## src/rtl/spi_boot_master.sv

```systemverilog
// SPI mode-0 master that turns 32-bit word write/read requests into the
// PULPino SPI slave's memory-access frames (command, address, dummy, data).
//   state  | meaning
//   S_IDLE | CS high, accepting a request
//   S_LOW  | SCK low, MOSI holds current bit
//   S_HIGH | SCK high, MISO sampled on entry
//   S_HOLD | SCK low after last bit, CS still asserted
//   S_GAP  | CS high before returning to idle
module spi_boot_master #(
  parameter int unsigned CLK_DIV      = 4,
  parameter int unsigned DUMMY_CYCLES = 32,
  parameter logic [7:0]  CMD_WRITE    = 8'h02,
  parameter logic [7:0]  CMD_READ     = 8'h0B
) (
  input  logic        clk,
  input  logic        rst_n,
  input  logic        req_valid,
  output logic        req_ready,
  input  logic        req_write,
  input  logic [31:0] req_addr,
  input  logic [31:0] req_wdata,
  output logic        rsp_valid,
  output logic [31:0] rsp_rdata,
  output logic        busy,
  output logic        spi_clk_o,
  output logic        spi_csn_o,
  output logic        spi_sdo_o,
  input  logic        spi_sdi_i
);

  typedef enum logic [2:0] {S_IDLE, S_LOW, S_HIGH, S_HOLD, S_GAP} state_t;

  localparam logic [7:0] DIV_LOAD   = 8'(CLK_DIV - 1);
  localparam logic [8:0] N_WRITE_M1 = 9'd71;
  localparam logic [8:0] N_READ_M1  = 9'(71 + DUMMY_CYCLES);

  state_t      state, state_nxt;
  logic [7:0]  div_cnt;
  logic        div_tc;
  logic [8:0]  bits_left;
  logic [71:0] tx;
  logic [31:0] rx;
  logic        is_write;
  logic        rst_done;
  logic        accept;

  assign div_tc    = (div_cnt == 8'd0);
  assign req_ready = rst_done && (state == S_IDLE);
  assign busy      = !req_ready;
  assign accept    = req_valid && req_ready;

  always_ff @(posedge clk) begin
    if (!rst_n) state <= S_IDLE;
    else        state <= state_nxt;
  end

  always_comb begin
    state_nxt = state;
    spi_csn_o = 1'b1;
    spi_clk_o = 1'b0;
    spi_sdo_o = 1'b0;
    case (state)
      S_IDLE: if (accept) state_nxt = S_LOW;
      S_LOW: begin
        spi_csn_o = 1'b0;
        spi_sdo_o = tx[71];
        if (div_tc) state_nxt = S_HIGH;
      end
      S_HIGH: begin
        spi_csn_o = 1'b0;
        spi_clk_o = 1'b1;
        spi_sdo_o = tx[71];
        if (div_tc) state_nxt = (bits_left == 9'd0) ? S_HOLD : S_LOW;
      end
      S_HOLD: begin
        spi_csn_o = 1'b0;
        if (div_tc) state_nxt = S_GAP;
      end
      S_GAP: if (div_tc) state_nxt = S_IDLE;
      default: state_nxt = S_IDLE;
    endcase
  end

  always_ff @(posedge clk) begin
    if (!rst_n) begin
      rst_done  <= 1'b0;
      div_cnt   <= 8'd0;
      bits_left <= 9'd0;
      tx        <= '0;
      rx        <= '0;
      is_write  <= 1'b0;
      rsp_valid <= 1'b0;
      rsp_rdata <= '0;
    end else begin
      rst_done  <= 1'b1;
      rsp_valid <= 1'b0;
      if (state != state_nxt)  div_cnt <= DIV_LOAD;
      else if (!div_tc)        div_cnt <= div_cnt - 8'd1;
      if (accept) begin
        is_write  <= req_write;
        bits_left <= req_write ? N_WRITE_M1 : N_READ_M1;
        tx        <= req_write ? {CMD_WRITE, req_addr, req_wdata}
                               : {CMD_READ, req_addr, 32'h0};
      end
      // Only the final 32 bit slots of a read carry slave data.
      if (state == S_LOW && div_tc && !is_write && bits_left < 9'd32)
        rx <= {rx[30:0], spi_sdi_i};
      if (state == S_HIGH && div_tc && bits_left != 9'd0) begin
        tx        <= {tx[70:0], 1'b0};
        bits_left <= bits_left - 9'd1;
      end
      if (state == S_HOLD && div_tc) begin
        rsp_valid <= 1'b1;
        if (!is_write) rsp_rdata <= rx;
      end
    end
  end

endmodule

```

## config.mk

```make
export PLATFORM = sky130hd
export DESIGN_NAME = spi_boot_master
export DESIGN_NICKNAME = d
export VERILOG_FILES = /design/src/rtl/spi_boot_master.sv
export SDC_FILE = /design/constraint.sdc
export NUM_CORES = 1
export LEC_CHECK = 0
export ABC_AREA = 1
export CORE_UTILIZATION = 50
export CTS_BUF_LIST = sky130_fd_sc_hd__clkbuf_4
export DETAILED_ROUTE_END_ITERATION = 8
export PLACE_DENSITY_LB_ADDON = 0.12
export SYNTH_ARGS = -nofsm -noshare
export SYNTH_HDL_FRONTEND = slang
export SYNTH_SLANG_ARGS = --single-unit
```

## constraint.sdc

```tcl
create_clock -name clk -period 1.7 [get_ports clk]
set_clock_uncertainty 0.05 [all_clocks]
set_input_delay 0.34 -clock clk [delete_from_list [all_inputs] [get_ports clk]]
set_output_delay 0.34 -clock clk [all_outputs]
set_load 0.005 [all_outputs]
```

==> metrics.log, run 1 <==
INFO  metric drt_first_pass_iters = 5
INFO  metric synth.top_cell.area_share = 0.475
INFO  metric post_synthesis_net_count = 997
INFO  metric drt_wl_total = 20900 µm
INFO  metric run_status = finished with violations
INFO  metric drv_cap = 0
INFO  metric detail_route.drc_violations = 0
INFO  metric netlist.top_cell.by_area = sky130_fd_sc_hd__dfxtp_1
INFO  metric synth.most_common_cell = sky130_fd_sc_hd__nand2_1
INFO  metric clock_insertion_delay_worst_skew = 0.60 ns
INFO  metric post_synth_cell_types = 29
INFO  metric final_net_count = 1181
INFO  metric netlist_area = 6700 µm²
INFO  metric synth-async-reset-ratio = 0
INFO  metric drive_above_1_share = 0.385
INFO  metric number_of_buffers_created_by_cts = 17
INFO  metric root_buffer = sky130_fd_sc_hd__clkbuf_4
INFO  metric period_needed = 1.99 ns
INFO  metric hpwl = 9310 µm
INFO  metric io-pin-count = 107
INFO  metric postSynth.topFlopCell = sky130_fd_sc_hd__dfxtp_1
INFO  metric clock_tree_from_tritoncts = yes
INFO  metric critPathBufInv = 6
INFO  metric initial_utilization = 0.523
INFO  metric h-tree-depth = 4
INFO  metric cts.sinks = 159
INFO  metric netlist_instances = 924
INFO  metric layout_area_overhead = 56.5%
INFO  metric final_antenna_net_count = 0
INFO  metric timing.hold.worst.class = in -> reg
INFO  metric critPathSlowestCell = sky130_fd_sc_hd__dfxtp_2
INFO  metric worst_path_dominant_cell_family = simple AND/OR/NAND/NOR gates
INFO  metric path_clk_slew = 0.15 ns
INFO  metric cp-end-kind = register
INFO  metric violations = setup timing
INFO  metric final_area = 10500 µm²
INFO  metric critical_path.max_stage_delay = 0.35 ns
INFO  metric ys_seq_elements = 159
INFO  metric core_region_area = 12800 µm²
INFO  metric detailroute.via_count = 6993
INFO  metric detail_route.iter0.violations = 472
INFO  metric grt_antenna_before_repair = 1
INFO  metric slew_headroom = 0.696
INFO  metric die_width = 118 µm
INFO  metric reg2reg_setup_slack = -0.29 ns
INFO  metric synth_seq_area_share = 0.475
INFO  metric slew_violations = 0
INFO  metric ys_top_cells_by_count = 209 x sky130_fd_sc_hd__nand2_1, 159 x sky130_fd_sc_hd__dfxtp_1, 150 x sky130_fd_sc_hd__a21oi_1
INFO  metric grt_max_degree = 65
INFO  metric period_share = 1.17
INFO  metric die_h = 118 µm
INFO  metric cp_cell_sequence = inv_2 -> ha_4 -> inv_2 -> nor2_2 -> nand4_1 -> nand3_4 -> buf_12 -> inv_16 -> buf_12 -> buf_16 -> nand2_4 -> nand2_2 -> a21oi_2 -> nor2_1
INFO  metric grt_setup_unrepaired = yes
INFO  metric critical_path.startpoint_type = register
INFO  metric grt_usage = 0.269
INFO  metric vdd_ir_drop_max = 0.937 mV
INFO  metric gp_congestion = 0.802
INFO  metric yosys_warnings = 0
INFO  metric synth_top_cells_by_area = sky130_fd_sc_hd__dfxtp_1 47%, sky130_fd_sc_hd__nand2_1 12%, sky130_fd_sc_hd__a21oi_1 11%
INFO  metric worst-setup-path-type = reg -> reg
INFO  metric vias_per_cell = 5.40
INFO  metric cellLeakagePower = 4.51 nW
INFO  metric fp.dieArea = 13900 µm²
INFO  metric first_global_vias = 6466
INFO  metric worst_slack = -0.291 ns
INFO  metric final-hold-violation-count = 0
INFO  metric num-fill-cells = 815
INFO  metric worst_pin_slew = 0.453 ns
INFO  metric syn_area_per_cell = 7.26 µm²
INFO  metric row_count = 41
INFO  metric worst-endpoint-required = 2.13 ns
INFO  metric finalSetupViolations = 150
INFO  metric achievable-frequency = 502 MHz
INFO  metric avgRoutedWirePerCell = 16.2 µm
INFO  metric power.density = 1040 nW/µm²
INFO  metric crit_path_max_fanout = 8
INFO  metric cp.arrival = 2.42 ns
INFO  metric cts_buffer_depth = 2
INFO  metric hold-worst-slack = 0.357 ns
INFO  metric buffer_ports.inserted = 106
INFO  metric globalRouteOverflowTotal = 0
INFO  metric post_dp_cell_area = 8150 µm²
INFO  metric synth_enable_flop_cells = 0
INFO  metric global_route_wire_length_before_repair = 30300 µm
## sequential cells by signal (all words and copies together), names as in the netlist
register,cells
state,3
rst_done,1
is_write,1
rsp_rdata,32
tx,72
bits_left,9
rx,32
rsp_valid,1
div_cnt,8
## worst paths after layout
path,start,to,depth (start not counted)
min,spi_sdi_i,rx[0]$_SDFFE_PN0P_,3
max,bits_left[0]$_SDFFE_PN0P_,tx[37]$_SDFFE_PN0P_,14
max reg2reg,bits_left[0]$_SDFFE_PN0P_,tx[37]$_SDFFE_PN0P_,14
min reg2reg,rsp_rdata[18]$_SDFFE_PN0P_,rsp_rdata[18]$_SDFFE_PN0P_,2
## cells by family after synthesis
| family | count (synthesis) | share of synthesized area |
|---|---|---|
| compound gates | 228 | 0.172 |
| xor+xnor | 5 | 0.00653 |
| simple gates | 375 | 0.237 |
| fa+ha+maj | 4 | 0.00747 |
| buf+inv | 153 | 0.102 |
| flops | 159 | 0.475 |
## report_power, final
group          internal, mW  switching [mW]  leakage (nW)  total [mW]
sequential             4.09           0.336          1.31        4.43
clock                 0.759            1.44         0.131        2.20
combinational          2.05            2.25          3.07        4.30
total                  6.90            4.03          4.51        10.9
## placed cells by master, fill, tap and decap left out, types with 9 or more instances in the layout
master	n
sky130_fd_sc_hd__nand2_1	133
sky130_fd_sc_hd__o21ai_2	37
sky130_fd_sc_hd__nor2_1	82
sky130_fd_sc_hd__dlygate4sd2_1	33
sky130_fd_sc_hd__inv_2	14
sky130_fd_sc_hd__nand2_4	13
sky130_fd_sc_hd__dfxtp_2	38
sky130_fd_sc_hd__clkbuf_4	18
sky130_fd_sc_hd__nand2_2	64
sky130_fd_sc_hd__buf_4	47
sky130_fd_sc_hd__buf_6	27
sky130_fd_sc_hd__nor2_2	9
sky130_fd_sc_hd__inv_1	80
sky130_fd_sc_hd__a21oi_1	83
sky130_fd_sc_hd__o21ai_1	19
sky130_fd_sc_hd__o21ai_0	13
sky130_fd_sc_hd__buf_16	15
sky130_fd_sc_hd__clkdlybuf4s50_1	67
sky130_fd_sc_hd__a21oi_2	63
sky130_fd_sc_hd__dfxtp_1	121
sky130_fd_sc_hd__buf_12	14
sky130_fd_sc_hd__nand3_1	37
## metal layers
| layer | vias to the layer above | wire length, µm | part of all wire | global-route usage |
|---|---|---|---|---|
| met3 | 69 | 1190 | 0.057 | 0.0678 |
| met5 | - | 0 | 0 | 0 |
| met1 | 3333 | 8310 | 0.40 | 0.319 |
| met2 | 246 | 10700 | 0.51 | 0.451 |
| met4 | 0 | 718 | 0.034 | 0.131 |
| li1 | 3345 | - | - | - |
## tightest hold or removal path: cells and delay by family
kind / cells / cell delay [ns]
buf+inv: 1 / 0.44
compound gates: 2 / 0.20
## stage by stage
step / setup slack (ns) / TNS [ns] / util / power, mW / instances
2_1_floorplan: 0.0271 / 0 / - / 6.15 / 924
5_1_grt: -0.380 / -31.03 / 0.818 / 11.5 / 1294
6_report: -0.291 / -20.45 / 0.818 / 10.9 / 1294
4_1_cts: -0.191 / -9.17 / 0.755 / 10.2 / 1283
3_3_place_gp: -0.0219 / -0.0647 / 0.635 / 7.01 / 1193
3_5_place_dp: -0.0599 / -2.08 / 0.635 / 7.06 / 1193
## final cells by class
| cell class | count | area [µm²] | share of cell area |
|---|---|---|---|
| Clock inverter | 14 | 131 | 0.0125 |
| Timing Repair Buffer | 220 | 2580 | 0.246 |
| Sequential cell | 159 | 3230 | 0.308 |
| Inverter | 98 | 402 | 0.0383 |
| Clock buffer | 18 | 135 | 0.0129 |
| Multi-Input combinational cell | 612 | 3790 | 0.362 |
| Antenna cell | 1 | 2.50 | 0.000239 |
| Tap cell | 172 | 215 | 0.0205 |
## what timing repair did
action | 4_1_cts | 5_1_grt
pin swaps | 40 | 40
cloned | 17 | 8
gates resized for setup | 264 | 210
setup buffers | 41 | 12
setup endpoints to repair | 148 | 154
hold buffers | 1 | 0
endpoints found under the hold margin | 1 | 0
Note: power is estimated with default switching activity, not from simulation.
==> run 2, diff against run 1 <==
- CORE_UTILIZATION: 50 -> 30
==> metrics.log, run 2 (same netlist as run 1, synthesis figures left out) <==
INFO  metric run_status = finished with violations
INFO  metric violations = setup timing
INFO  metric largest_reg_by_ff_count = tx
INFO  metric hpwl = 10500 µm (+12%)
INFO  metric cellLeakagePower = 4.94 nW (+9.5%)
INFO  metric initial_utilization = 0.306 (-0.216)
INFO  metric die_h = 151 µm (+29%)
INFO  metric final-hold-violation-count = 0 (unchanged)
INFO  metric io-pin-count = 107 (unchanged)
INFO  metric path_clk_slew = 0.16 ns (about the same)
INFO  metric power.density = 1000 nW/µm² (-4.0%)
INFO  metric drt_wl_total = 21800 µm (+4.3%)
INFO  metric finalSetupViolations = 157 (+4.7%)
INFO  metric period_needed = 1.93 ns (-0.0563 ns)
INFO  metric timing.hold.worst.class = in -> reg
INFO  metric vias_per_cell = 4.79 (-11%)
INFO  metric globalRouteOverflowTotal = 0 (unchanged)
INFO  metric layout_common_cells = 144 x sky130_fd_sc_hd__nand2_1, 120 x sky130_fd_sc_hd__dfxtp_1, 104 x sky130_fd_sc_hd__a21oi_2, 85 x sky130_fd_sc_hd__nor2_1, 82 x sky130_fd_sc_hd__inv_1
INFO  metric holdCritStartpoint = rst_n
INFO  metric final_net_count = 1204 (+1.9%)
INFO  metric drv_cap = 0 (unchanged)
INFO  metric num-fill-cells = 2074 (+150%)
INFO  metric layout_area_overhead = 72.3%
INFO  metric worst-setup-path-type = reg -> reg
INFO  metric number_of_instances_on_the_worst_hold_path = 3 (unchanged)
INFO  metric worst-endpoint-required = 2.12 ns (about the same)
INFO  metric core_region_area = 21900 µm² (+71%)
INFO  metric p_int = 7.27 mW (+5.3%)
INFO  metric drt_first_pass_iters = 4 (-1)
INFO  metric row_count = 54 (+32%)
INFO  metric achievable-frequency = 517 MHz (+2.9%)
INFO  metric grt_antenna_before_repair = 1 (unchanged)
INFO  metric layout_top_registers = tx (72), rsp_rdata (32), rx (32)
INFO  metric cts.sinks = 159 (unchanged)
INFO  metric avgRoutedWirePerCell = 15.3 µm (-5.3%)
INFO  metric critical_path.startpoint_type = register
INFO  metric grt_usage = 0.183 (-0.0861)
INFO  metric reg2reg_depth = 14 (unchanged)
INFO  metric p_comb_frac = 0.401 (+0.007)
INFO  metric postCtsHoldBufs = 0 (-1)
INFO  metric place_ws = -0.107 ns (-0.0472 ns)
INFO  metric rr_startpoint = bits_left[0]$_SDFFE_PN0P_
INFO  metric cts_buffer_depth = 2 (unchanged)
INFO  metric utilization = 0.528 (-0.290)
INFO  metric grt_max_degree = 65 (unchanged)
INFO  metric die_width = 151 µm (+29%)
INFO  metric grt_setup_unrepaired = yes
INFO  metric fp.dieArea = 22900 µm² (+65%)
INFO  metric timing.rr.end = tx[61]$_SDFFE_PN0P_
INFO  metric switching_share = 0.371 (+0.00238)
INFO  metric first_global_vias = 6372 (-1.5%)
INFO  metric commonest_non_fill_non_tap_cell_in_the_layout = sky130_fd_sc_hd__nand2_1
INFO  metric drive_above_1_share = 0.433 (+0.0473)
INFO  metric switchingPower = 4.29 mW (+6.4%)
INFO  metric reg2reg_setup_slack = -0.23 ns (+0.06 ns)
INFO  metric detailroute.via_count = 6819 (-2.5%)
INFO  metric period_share = 1.14 (-0.0331)
INFO  metric detail_route.iter0.violations = 302 (-36%)
INFO  metric h-tree-depth = 4 (unchanged)
INFO  metric root_buffer = sky130_fd_sc_hd__clkbuf_4
INFO  metric vdd_ir_drop_max = 0.429 mV (-54%)
INFO  metric slew_violations = 0 (unchanged)
INFO  metric setup_tns = -22.05 ns (-1.60 ns)
INFO  metric cp-end-kind = register
INFO  metric worst_slack = -0.235 ns (+0.0563 ns)
INFO  metric clock_insertion_delay_worst_skew = 0.59 ns (about the same)
INFO  metric gp_congestion = 0.779 (-2.9%)
INFO  metric largest_register_ff_count = 72 (unchanged)
INFO  metric slew_headroom = 0.613 (-0.0831)
INFO  metric design_power_total = 11.6 mW (+5.7%)
INFO  metric final_antenna_net_count = 0 (unchanged)
INFO  metric global_route_wire_length_before_repair = 32500 µm (+7.5%)
INFO  metric detail_route.drc_violations = 0 (unchanged)
INFO  metric worst_hold_path.endpoint = rsp_rdata[8]$_SDFFE_PN0P_
INFO  metric power.sequential.fraction = 0.382 (-0.023)
INFO  metric fraction_of_power_consumed_by_the_clock_network = 0.217 (+0.016)
INFO  metric clock_tree_from_tritoncts = yes
INFO  metric number_of_buffers_created_by_cts = 17 (unchanged)
INFO  metric buffer_ports.inserted = 106 (unchanged)
INFO  metric cp.arrival = 2.36 ns (-0.06 ns)
INFO  metric worst_pin_slew = 0.581 ns (+0.128 ns)
INFO  metric crit_path_max_fanout = 6 (-2)
==> run 2: changes by cell type in the layout (fill, tap and decap cells not counted), moves of 8 or more <==
cell,before,now
sky130_fd_sc_hd__a21oi_1,83,37
sky130_fd_sc_hd__a21oi_2,63,104
sky130_fd_sc_hd__nand2_2,64,42
sky130_fd_sc_hd__nand2_1,133,144
sky130_fd_sc_hd__nand2_4,13,24
sky130_fd_sc_hd__buf_16,15,25
sky130_fd_sc_hd__buf_12,14,23
sky130_fd_sc_hd__o21ai_0,13,5
==> run 2: cell type report <==
| cell class | instances | area (µm²) | share of cell area |
|---|---|---|---|
| multi-input cells | 612 | 4040 | 0.349 |
| well taps | 280 | 350 | 0.0303 |
| flip-flops and latches | 159 | 3230 | 0.280 |
| repair buffers | 242 | 3190 | 0.276 |
| repair inverters | 1 | 16.3 | 0.00141 |
| diodes | 1 | 2.50 | 0.000217 |
| clock buffers | 17 | 128 | 0.0110 |
| inverters | 98 | 409 | 0.0354 |
| clock inverters | 15 | 189 | 0.0164 |
==> run 2: per-stage QoR <==
step / std cells / cell area (µm²) / hold slack (ns)
after floorplan: 924 / 6730 / 0.318
after global placement: 1311 / 8370 / 0.381
after detailed placement: 1311 / 8370 / 0.386
after CTS: 1414 / 10500 / 0.0883
after global routing: 1425 / 11600 / 0.144
final: 1425 / 11600 / 0.190
==> run 2: worst max path at each step <==
stage                              startpoint                   to  slack, ns
floorplan             div_cnt[0]$_SDFFE_PN0P_  tx[10]$_SDFFE_PN0P_       0.03
global placement      div_cnt[1]$_SDFFE_PN0P_  rx[14]$_SDFFE_PN0P_      -0.09
detailed placement                  req_valid  tx[15]$_SDFFE_PN0P_      -0.11
CTS                       state[2]$_SDFF_PN0_            spi_sdo_o      -0.25
global route        bits_left[0]$_SDFFE_PN0P_  tx[30]$_SDFFE_PN0P_      -0.33
finish              bits_left[0]$_SDFFE_PN0P_  tx[61]$_SDFFE_PN0P_      -0.23
==> run 2: layer usage <==
layer,GRT usage,part of all wire,vias up
met5,0,0,-
met4,0.0420,0.0092,0
met3,0.0371,0.028,18
met2,0.298,0.48,96
met1,0.247,0.48,3287
li1,-,-,3418
==> run 2: timing repair <==
action / 4_1_cts / 5_1_grt
pin swaps: 27 / 87
endpoints found under the setup margin: 159 / 164
cloned: 30 / 13
resized for setup: 284 / 294
buffers inserted: 43 / 14
==> run 2: worst max-delay path, stage by stage (launching register included) <==
cell and delay (ns):
sky130_fd_sc_hd__dfxtp_2 0.36, sky130_fd_sc_hd__inv_2 0.07, sky130_fd_sc_hd__ha_4 0.15, sky130_fd_sc_hd__inv_2 0.03, sky130_fd_sc_hd__nor2_2 0.06, sky130_fd_sc_hd__nand4_1 0.17, sky130_fd_sc_hd__nand3_4 0.24, sky130_fd_sc_hd__inv_8 0.07
sky130_fd_sc_hd__buf_6 0.11, sky130_fd_sc_hd__buf_6 0.12, sky130_fd_sc_hd__buf_8 0.14, sky130_fd_sc_hd__nand2_1 0.06, sky130_fd_sc_hd__nand2_1 0.05, sky130_fd_sc_hd__a21oi_1 0.11, sky130_fd_sc_hd__nor2_1 0.05
==> run 2: power groups by stage <==
| stage | Combinational, mW | Sequential [mW] | Clock (mW) |
|---|---|---|---|
| final | 4.63 | 4.42 | 2.51 |
| after global routing | 5.04 | 4.47 | 2.75 |
| after CTS | 4.00 | 4.33 | 2.57 |
| after detailed placement | 2.82 | 4.38 | 0 |
| after global placement | 2.80 | 4.38 | 0 |
| after floorplan | 1.80 | 4.34 | 0 |
==> run 3, diff against run 2 <==
- CORE_ASPECT_RATIO: unset -> 2
==> metrics.log, run 3 (same netlist as run 1, synthesis figures left out) <==
INFO  metric die_h = 213 µm (+41%)
INFO  metric crit_path_max_fanout = 7 (+1)
INFO  metric detail_route.iter0.violations = 185 (-39%)
INFO  metric vias_per_cell = 4.71 (-1.6%)
INFO  metric period_needed = 1.97 ns (+0.0378 ns)
INFO  metric switchingPower = 3.82 mW (-11%)
INFO  metric num-fill-cells = 2154 (+3.9%)
INFO  metric row_count = 77 (+43%)
INFO  metric die_width = 108 µm (-29%)
INFO  metric power.sequential.fraction = 0.406 (+0.024)
INFO  metric cp-end-kind = register
INFO  metric fraction_of_power_consumed_by_the_clock_network = 0.204 (-0.013)
INFO  metric postCtsHoldBufs = 0 (unchanged)
INFO  metric layout_common_cells = 121 x sky130_fd_sc_hd__dfxtp_1, 109 x sky130_fd_sc_hd__nand2_1, 83 x sky130_fd_sc_hd__nor2_1, 81 x sky130_fd_sc_hd__inv_1, 81 x sky130_fd_sc_hd__a21oi_1
INFO  metric layout_top_registers = tx (72), rsp_rdata (32), rx (32)
INFO  metric largest_register_ff_count = 72 (unchanged)
INFO  metric commonest_non_fill_non_tap_cell_in_the_layout = sky130_fd_sc_hd__dfxtp_1
INFO  metric route.layer.met1.wl = 7780 µm (-26%)
INFO  metric met3RoutedLength = 749 µm (+23%)
INFO  metric final-hold-violation-count = 0 (unchanged)
INFO  metric grt_usage = 0.169 (-0.0139)
INFO  metric run_status = finished with violations
INFO  metric clock_insertion_delay_worst_skew = 0.60 ns (about the same)
INFO  metric drv_cap = 0 (unchanged)
INFO  metric initial_utilization = 0.305 (-0.00105)
INFO  metric global_route_wire_length_before_repair = 29800 µm (-8.5%)
INFO  metric power.density = 1000 nW/µm² (+0.24%)
INFO  metric drt_wl_total = 21400 µm (-2.1%)
INFO  metric rr_startpoint = state[2]$_SDFF_PN0_
INFO  metric globalRouteOverflowTotal = 0 (unchanged)
INFO  metric buffer_ports.inserted = 106 (unchanged)
INFO  metric detail_route.drc_violations = 0 (unchanged)
INFO  metric hpwl = 11300 µm (+7.7%)
INFO  metric first_global_vias = 6158 (-3.4%)
INFO  metric vdd_ir_drop_max = 0.676 mV (+58%)
INFO  metric p_comb_frac = 0.389 (-0.012)
INFO  metric drive_above_1_share = 0.420 (-0.0128)
INFO  metric holdCritStartpoint = rst_n
INFO  metric finalSetupViolations = 153 (-2.5%)
INFO  metric cts_buffer_depth = 2 (unchanged)
INFO  metric achievable-frequency = 507 MHz (-1.9%)
INFO  metric layout_area_overhead = 62.4%
INFO  metric grt_antenna_before_repair = 1 (unchanged)
INFO  metric avgRoutedWirePerCell = 15.3 µm (-0.47%)
INFO  metric worst-endpoint-required = 2.19 ns (+0.07 ns)
INFO  metric violations = setup timing
INFO  metric period_share = 1.16 (+0.0223)
INFO  metric worst_slack = -0.272 ns (-0.0378 ns)
INFO  metric seqCellArea = 3230 µm² (about the same)
INFO  metric design_power_total = 10.9 mW (-5.5%)
INFO  metric path_clk_slew = 0.13 ns (-0.03 ns)
INFO  metric io-pin-count = 107 (unchanged)
INFO  metric gp_congestion = 0.759 (-2.5%)
INFO  metric drt_first_pass_iters = 4 (unchanged)
INFO  metric grt_max_degree = 75 (+15%)
INFO  metric timing.hold.worst.class = in -> reg
INFO  metric largest_reg_by_ff_count = tx
INFO  metric place.detailed.instances = 1310 (-0.076%)
INFO  metric slew_violations = 0 (unchanged)
INFO  metric dr.max_layer_used = met4
INFO  metric number_of_buffers_created_by_cts = 17 (unchanged)
INFO  metric clock_tree_from_tritoncts = yes
INFO  metric final_net_count = 1186 (-1.5%)
INFO  metric worst_setup_startpoint = state[2]$_SDFF_PN0_
INFO  metric worst_pin_slew = 0.491 ns (-0.0905 ns)
INFO  metric grt_setup_unrepaired = yes
INFO  metric worst-setup-path-type = reg -> reg
INFO  metric switching_share = 0.350 (-0.0207)
INFO  metric h-tree-depth = 4 (unchanged)
INFO  metric detailroute.via_count = 6600 (-3.2%)
INFO  metric cellLeakagePower = 4.96 nW (+0.52%)
INFO  metric root_buffer = sky130_fd_sc_hd__clkbuf_4
INFO  metric slew_headroom = 0.671 (+0.0586)
INFO  metric critical_path.startpoint_type = register
INFO  metric cts.sinks = 159 (unchanged)
INFO  metric multi_input_area = 3970 µm² (-1.7%)
INFO  metric utilization = 0.496 (-0.0321)
INFO  metric cp.arrival = 2.47 ns (+0.11 ns)
INFO  metric fp.dieArea = 23000 µm² (+0.16%)
INFO  metric final_antenna_net_count = 0 (unchanged)
INFO  metric hold-worst-slack = 0.103 ns (-0.0868 ns)
INFO  metric wl_met2 = 12200 µm (+15%)
INFO  metric p_int = 7.09 mW (-2.4%)
INFO  metric core_region_area = 22000 µm² (+0.34%)
INFO  metric final_cells = 1401 (-1.7%)
-- run 3: changes by cell type in the layout (fill, tap and decap cells not counted), sizes merged --
cell           delta
clkinvlp          -1
dlygate4sd2       +3
clkinv            +2
bufinv            +1
bufbuf            -1
inv               -9
clkdlybuf4s15     -2
nand3             +1
buf              -18
clkbuf            +4
-- run 3: power groups by stage --
stage               clock, mW  sequential [mW]  combinational [mW]
global route             2.49             4.49                4.63
CTS                      2.36             4.32                3.55
global placement            0             4.38                2.97
finish                   2.23             4.44                4.25
floorplan                   0             4.34                1.80
detailed placement          0             4.38                2.98
-- run 3: final cells by class --
type / count / share of cell area
multi-input combinational: 613 / 0.364
sequential: 159 / 0.297
timing repair buffer: 224 / 0.248
inverter: 98 / 0.0361
tap: 276 / 0.0317
clock buffer: 21 / 0.0145
clock inverter: 9 / 0.00874
antenna: 1 / 0.000230
-- run 3: what timing repair did --
item                       CTS  global route
gates cloned                14            18
setup endpoints to repair  152           157
resized for setup          198           318
buffers inserted            21            12
pin swaps                   35            65
-- run 3: layer usage --
layer  global-route usage  vias to the layer above
li1                     -                     3347
met1                0.171                     3103
met2                0.315                      114
met3               0.0389                       36
met4               0.0883                        0
met5                    0                        -
-- run 3: critical path, cell delays in order (launching register included) --
cell and delay (ns):
sky130_fd_sc_hd__dfxtp_2 0.35, sky130_fd_sc_hd__buf_6 0.12, sky130_fd_sc_hd__inv_4 0.05, sky130_fd_sc_hd__nand2_4 0.04, sky130_fd_sc_hd__nor2_4 0.09, sky130_fd_sc_hd__buf_4 0.11, sky130_fd_sc_hd__buf_6 0.09, sky130_fd_sc_hd__buf_6 0.10
sky130_fd_sc_hd__nand3_4 0.09, sky130_fd_sc_hd__buf_6 0.15, sky130_fd_sc_hd__inv_8 0.07, sky130_fd_sc_hd__buf_12 0.14, sky130_fd_sc_hd__buf_16 0.14, sky130_fd_sc_hd__nand2_4 0.05, sky130_fd_sc_hd__nand2_4 0.06, sky130_fd_sc_hd__a21oi_2 0.04
sky130_fd_sc_hd__nor2_1 0.14
-- run 3: path summary, 6_finish.rpt --
check             depth (start not counted)                         end  slack, ns
setup / recovery                         16         tx[12]$_SDFFE_PN0P_      -0.27
hold / removal                            3         state[1]$_SDFF_PN0_       0.10
setup reg to reg                         16         tx[12]$_SDFFE_PN0P_      -0.27
hold reg to reg                           2  rsp_rdata[22]$_SDFFE_PN0P_       0.40
-- run 3: stage by stage --
stage / TNS [ns] / instance area [µm²] / setup slack, ns
finish: -18.15 / 10900 / -0.272
floorplan: 0 / 6730 / 0.0271
global route: -33.86 / 10900 / -0.402
CTS: -20.09 / 9590 / -0.366
detailed placement: -3.44 / 8420 / -0.0925
global placement: -1.48 / 8420 / -0.0949
